**src/rtl/echo_indication_output.sv**
```systemverilog
// rtl/echo_indication_output.sv - packs heard/heard2 indication calls into a DEPTH-entry message FIFO toward pipe; optional ECHO_INDICATION_SEQNUM_EN stamps a sequence number
module echo_indication_output #(
    parameter int DEPTH = 4
) (
    input  logic         CLK,
    input  logic         nRST,
    input  logic         indication_heard__ENA,
    input  logic [31:0]  indication_heard_meth,
    input  logic [31:0]  indication_heard_v,
    output logic         indication_heard__RDY,
    input  logic         indication_heard2__ENA,
    input  logic [31:0]  indication_heard2_meth,
    input  logic [31:0]  indication_heard2_v,
    output logic         indication_heard2__RDY,
    output logic         pipe_enq__ENA,
    output logic [191:0] pipe_enq_v,
    input  logic         pipe_enq__RDY
);

    localparam int AW = (DEPTH > 1) ? $clog2(DEPTH) : 1;
    localparam int CW = $clog2(DEPTH + 1);
    // Two slots must be free so a same-cycle heard+heard2 pair always fits.
    localparam logic [CW-1:0] RDY_MAX = CW'(DEPTH - 2);

    logic [191:0]  mem_q [DEPTH];
    logic [AW-1:0] wr_ptr_q, wr_ptr_d;
    logic [AW-1:0] rd_ptr_q, rd_ptr_d;
    logic [CW-1:0] count_q, count_d;

    logic          rdy;
    logic          acc_h, acc_h2, deq;
    logic [31:0]   seq_h, seq_h2;
    logic [191:0]  msg_h, msg_h2;
    logic [AW-1:0] wr_idx_h2;

    assign rdy = (count_q <= RDY_MAX);
    assign indication_heard__RDY  = rdy;
    assign indication_heard2__RDY = rdy;

    assign pipe_enq__ENA = (count_q != '0);
    assign pipe_enq_v    = (count_q != '0) ? mem_q[rd_ptr_q] : '0;

`ifdef ECHO_INDICATION_SEQNUM_EN
    logic [31:0] seq_q, seq_d;

    // Stamps follow acceptance order: heard takes n, heard2 takes n or n+1.
    always_comb begin
        seq_h  = seq_q;
        seq_h2 = seq_q + 32'(acc_h);
        seq_d  = seq_q + 32'(acc_h) + 32'(acc_h2);
    end

    // Sequence counter register; wraps naturally at 32 bits.
    always_ff @(posedge CLK or negedge nRST) begin
        if (!nRST) begin
            seq_q <= '0;
        end else begin
            seq_q <= seq_d;
        end
    end
`else
    assign seq_h  = '0;
    assign seq_h2 = '0;
`endif

    // Accept/dequeue decisions, message packing and pointer/count next state.
    always_comb begin
        acc_h     = indication_heard__ENA & rdy;
        acc_h2    = indication_heard2__ENA & rdy;
        deq       = (count_q != '0) & pipe_enq__RDY;
        msg_h     = {seq_h, 32'd0, 32'd0, indication_heard_v, indication_heard_meth, 32'd1};
        msg_h2    = {seq_h2, indication_heard2_v, indication_heard2_meth, 32'd0, 32'd0, 32'd2};
        wr_idx_h2 = wr_ptr_q + AW'(acc_h);
        wr_ptr_d  = wr_ptr_q + AW'(acc_h) + AW'(acc_h2);
        rd_ptr_d  = rd_ptr_q + AW'(deq);
        count_d   = count_q + CW'(acc_h) + CW'(acc_h2) - CW'(deq);
    end

    // Pointer and occupancy registers.
    always_ff @(posedge CLK or negedge nRST) begin
        if (!nRST) begin
            wr_ptr_q <= '0;
            rd_ptr_q <= '0;
            count_q  <= '0;
        end else begin
            wr_ptr_q <= wr_ptr_d;
            rd_ptr_q <= rd_ptr_d;
            count_q  <= count_d;
        end
    end

    // Storage array; contents past the read pointer are unreachable after reset.
    always_ff @(posedge CLK) begin
        if (acc_h) begin
            mem_q[wr_ptr_q] <= msg_h;
        end
        if (acc_h2) begin
            mem_q[wr_idx_h2] <= msg_h2;
        end
    end

endmodule

```
**config.mk**
```make
export PLATFORM = sky130hd
export DESIGN_NAME = echo_indication_output
export DESIGN_NICKNAME = d
export VERILOG_FILES = /design/src/rtl/echo_indication_output.sv
export SDC_FILE = /design/constraint.sdc
export NUM_CORES = 1
export LEC_CHECK = 0
export CAP_MARGIN = 20
export CELL_PAD_IN_SITES_DETAIL_PLACEMENT = 0
export CELL_PAD_IN_SITES_GLOBAL_PLACEMENT = 1
export CORE_MARGIN = 1.5
export CORE_UTILIZATION = 45
export CTS_CLUSTER_DIAMETER = 40
export DETAILED_ROUTE_END_ITERATION = 8
export GPL_TIMING_DRIVEN = 1
export PLACE_DENSITY = 0.84
export SLEW_MARGIN = 25
export SYNTH_ARGS = -nofsm -noshare
export SYNTH_HDL_FRONTEND = slang
export SYNTH_SLANG_ARGS = --single-unit
```
**constraint.sdc**
```tcl
create_clock -name CLK -period 10 [get_ports CLK]
set_clock_uncertainty 0.2 [all_clocks]
set_input_delay 1.5 -clock CLK [delete_from_list [all_inputs] [get_ports CLK]]
set_output_delay 1.5 -clock CLK [all_outputs]
set_load 0.03 [all_outputs]
```
==> impl_metrics.py <==
metrics = {
    "place": {
        "portBuffers": 265,
        "hpwl_um": 33200,
        "dpl_cell_area_mm2": 0.0264,
        "gp_congestion": 0.758,
        "placed_cells": 2667,
    },
    "yosys": {
        "synth.top_cell.area_share_pct": 32.8,
        "synth.avg_cell_area_um2": 12.5,
        "synth_cell_type_count": 30,
        "synth_top_area_cell": "edfxtp_1",
        "synthTopCellsByArea": "edfxtp_1 (33%), dfxtp_1 (23%), mux4_2 (12%)",
        "ys_warn_count": 0,
        "synth_area_mm2": 0.0235,
        "ys_ff_latch": 527,
        "syn-instance-count": 1876,
        "yosysSeqAreaShare_pct": 56.1,
    },
    "power": {
        "total_power_uw": 10600,
        "p_leak_uw": 0.0109,
        "power_density_mw_per_mm2": 365,
        "ir_drop_uv": 259,
    },
    "grt": {
        "grt-ovfl-total": 0,
        "first_global_vias": 16900,
        "gr-usage-all-layers_pct": 23.2,
        "grt_first_pass_wirelength_um": 96200,
        "grt_max_degree": 107,
        "antenna_found_initial": 12,
    },
    "routing": {
        "drt_first_pass_iters": 5,
        "wire_per_inst_um": 22.2,
        "wl_um": 62500,
        "via_per_inst": 5.76,
        "drcViolationCount": 0,
        "drtIter0Drc": 1248,
        "vias": 16200,
        "postRouteAntennaNets": 0,
    },
    "sta": {
        "drv_slew": 0,
        "tightest_slew_ns": 1.07,
        "finalSetupViolCount": 0,
        "slew_headroom_pct": 28.4,
        "post-route-period-util_pct": 54.5,
        "hold_viol": 0,
        "fmax_ghz": 0.183,
        "rsz0062_at_grt": "false",
        "tns_ns": 0,
        "fin_crit_ns": 5.45,
    },
    "critical_path": {
        "crit_chain": "buf_12, buf_4, mux4_2, and2_1, clkdlybuf4s50_1",
        "worstPathArrival_ns": 3.75,
        "slowest_stage": "dfrtp_4",
        "cp-start-kind": "flip-flop",
        "slowest_delay_ns": 0.71,
        "cp_max_fo": 33,
        "critical_path_class": "reg2out",
        "endpoint_kind": "primary output",
        "cp.required_ns": 8.30,
    },
    "clock_tree": {
        "cts_inserted_buffers": 80,
        "cts_buffer_depth": 3,
        "root_buffer": "clkbuf_16",
        "cts_sinks": 527,
        "cts_resized": 0,
        "cts_setup_buffers": 0,
        "cts.clk_slew.worst_paths_ns": 0.05,
        "hold_buffers": 0,
        "insertion_delay_ns": 0.61,
        "cts_tree": "done",
        "cts.htree.levels": 3,
    },
    "finish": {
        "area_delta_synth_final_pct": 24.0,
        "multi_input_area_mm2": 0.00943,
        "fillerInstances": 4241,
        "nets": 2210,
        "post-route-util_pct": 56.6,
        "regArea_mm2": 0.0132,
        "final_cells": 2818,
        "drive_gt1_share_pct": 15.0,
        "fin_area_mm2": 0.0291,
    },
    "run_status": {
        "status": "completed",
    },
    "floorplanning": {
        "core_area_mm2": 0.0514,
        "die_area_mm2": 0.0535,
        "start_util_pct": 45.6,
        "fp.dieW_um": 231,
        "pin_count": 328,
        "die_y_um": 231,
        "rows": 83,
    },
    "job": {
        "cap_violations": 0,
    },
    "hold_path": {
        "holdCritPathClass": "reg2reg",
    },
}
final timing paths:
| check | end | slack (ns) | cells past startpoint | start |
|---|---|---|---|---|
| setup / recovery | pipe_enq_v[59] | 4.55 | 5 | rd_ptr_q[0]$_DFF_PN0_ |
| hold / removal | mem_q[2][0]$_SDFFE_PP0P_ | 0.26 | 2 | mem_q[2][0]$_SDFFE_PP0P_ |
| setup reg to reg | mem_q[2][77]$_DFFE_PP_ | 5.06 | 9 | count_q[0]$_DFF_PN0_ |
| hold reg to reg | mem_q[2][0]$_SDFFE_PP0P_ | 0.26 | 2 | mem_q[2][0]$_SDFFE_PP0P_ |
| max in group asynchronous | rd_ptr_q[0]$_DFF_PN0_ | 8.36 | 1 | nRST |
| min in group asynchronous | rd_ptr_q[1]$_DFF_PN0_ | 0.96 | 1 | nRST |
layout by cell type, fill, tap and decap left out, types with 2 or more instances in the layout:
master	instances
nor2_4	10
bufinv_16	8
xor2_1	2
a32oi_1	256
conb_1	62
xnor2_1	3
o21ai_4	4
a21oi_1	4
buf_4	26
dfxtp_1	264
clkbuf_16	81
mux4_2	130
buf_6	4
inv_8	2
clkinvlp_4	12
dfrtp_4	2
a21o_1	4
nor2b_1	2
clkdlybuf4s50_1	265
clkinv_2	8
a211oi_4	2
o211ai_1	2
inv_6	17
fa_1	2
nor2_1	262
diode_2	5
nand2_1	6
ha_1	5
inv_1	11
clkinv_4	4
dfrtp_1	5
o221ai_4	4
clkbuf_1	7
edfxtp_1	256
and2_1	388
clkinv_1	5
per-layer routing:
metal  global-route usage [%]  part of all wire, %  vias to the layer above
li1                         -                    -                     7283
met1                     27.8                   39                     8190
met2                     39.9                   50                      626
met3                     7.48                  9.0                      106
met4                     6.72                  2.1                       14
met5                        0                 0.13                        -
critical path: cells and delay by family (launching register included):
kind	cells	cell delay, ns
simple gates	1	0.21
buf+inv	3	1.51
mux	1	0.61
flops	1	0.71
logic make-up after synthesis:
family,Yosys count,synth area share [%]
AOI/OAI and AO/OA,276,10.2
xor gates and xnor gates,5,0.187
adders and majority gates,7,0.437
buffers and inverters,257,5.61
DFF,527,56.1
muxes,130,12.5
other,1,0.0160
and+or+nand+nor,673,15.0
final cells by class:
| type | instances | share of cell area [%] |
|---|---|---|
| Sequential cell | 527 | 45.2 |
| Clock inverter | 57 | 2.10 |
| Inverter | 11 | 0.142 |
| Tap cell | 680 | 2.93 |
| Antenna cell | 5 | 0.0430 |
| Clock buffer | 88 | 7.06 |
| Timing Repair Buffer | 297 | 10.0 |
| Multi-Input combinational cell | 1153 | 32.4 |
state kept, by name, summed over array words and instances, names as in the netlist:
register / cells
count_q: 3
wr_ptr_q: 2
rd_ptr_q: 2
mem_q: 520
per-stage QoR:
stage,hold WS [ns],worst slack [ns]
final,0.264,4.55
after CTS,0.256,4.33
after global routing,0.276,4.36
after detailed placement,0.237,4.36
after floorplan,0.221,2.47
after global placement,0.227,4.42
power by group:
group | switching, µW | internal [µW] | leakage (µW)
logic | 2660 | 1850 | 0.00477
registers | 329 | 3020 | 0.00489
clock network | 1050 | 1720 | 0.00127
cell usage after synthesis:
library cell,instances
and2_1,388
nor2_1,272
dfxtp_1,264
a32oi_1,256
edfxtp_1,256
mux4_2,130
clkbuf_1,110
buf_4,78
buf_2,47
buf_1,11
inv_1,11
dfrtp_1,7
nand2_1,6
ha_1,5
a21o_1,4
a21oi_1,4
o21ai_0,4
o221ai_1,4
xnor2_1,3
a211oi_2,2
fa_1,2
nor2b_1,2
o211ai_1,2
xor2_1,2
and3b_1,1
conb_1,1
nor3b_1,1
nor3b_2,1
or3_1,1
or3b_1,1
(Power assumes the default switching activity.)
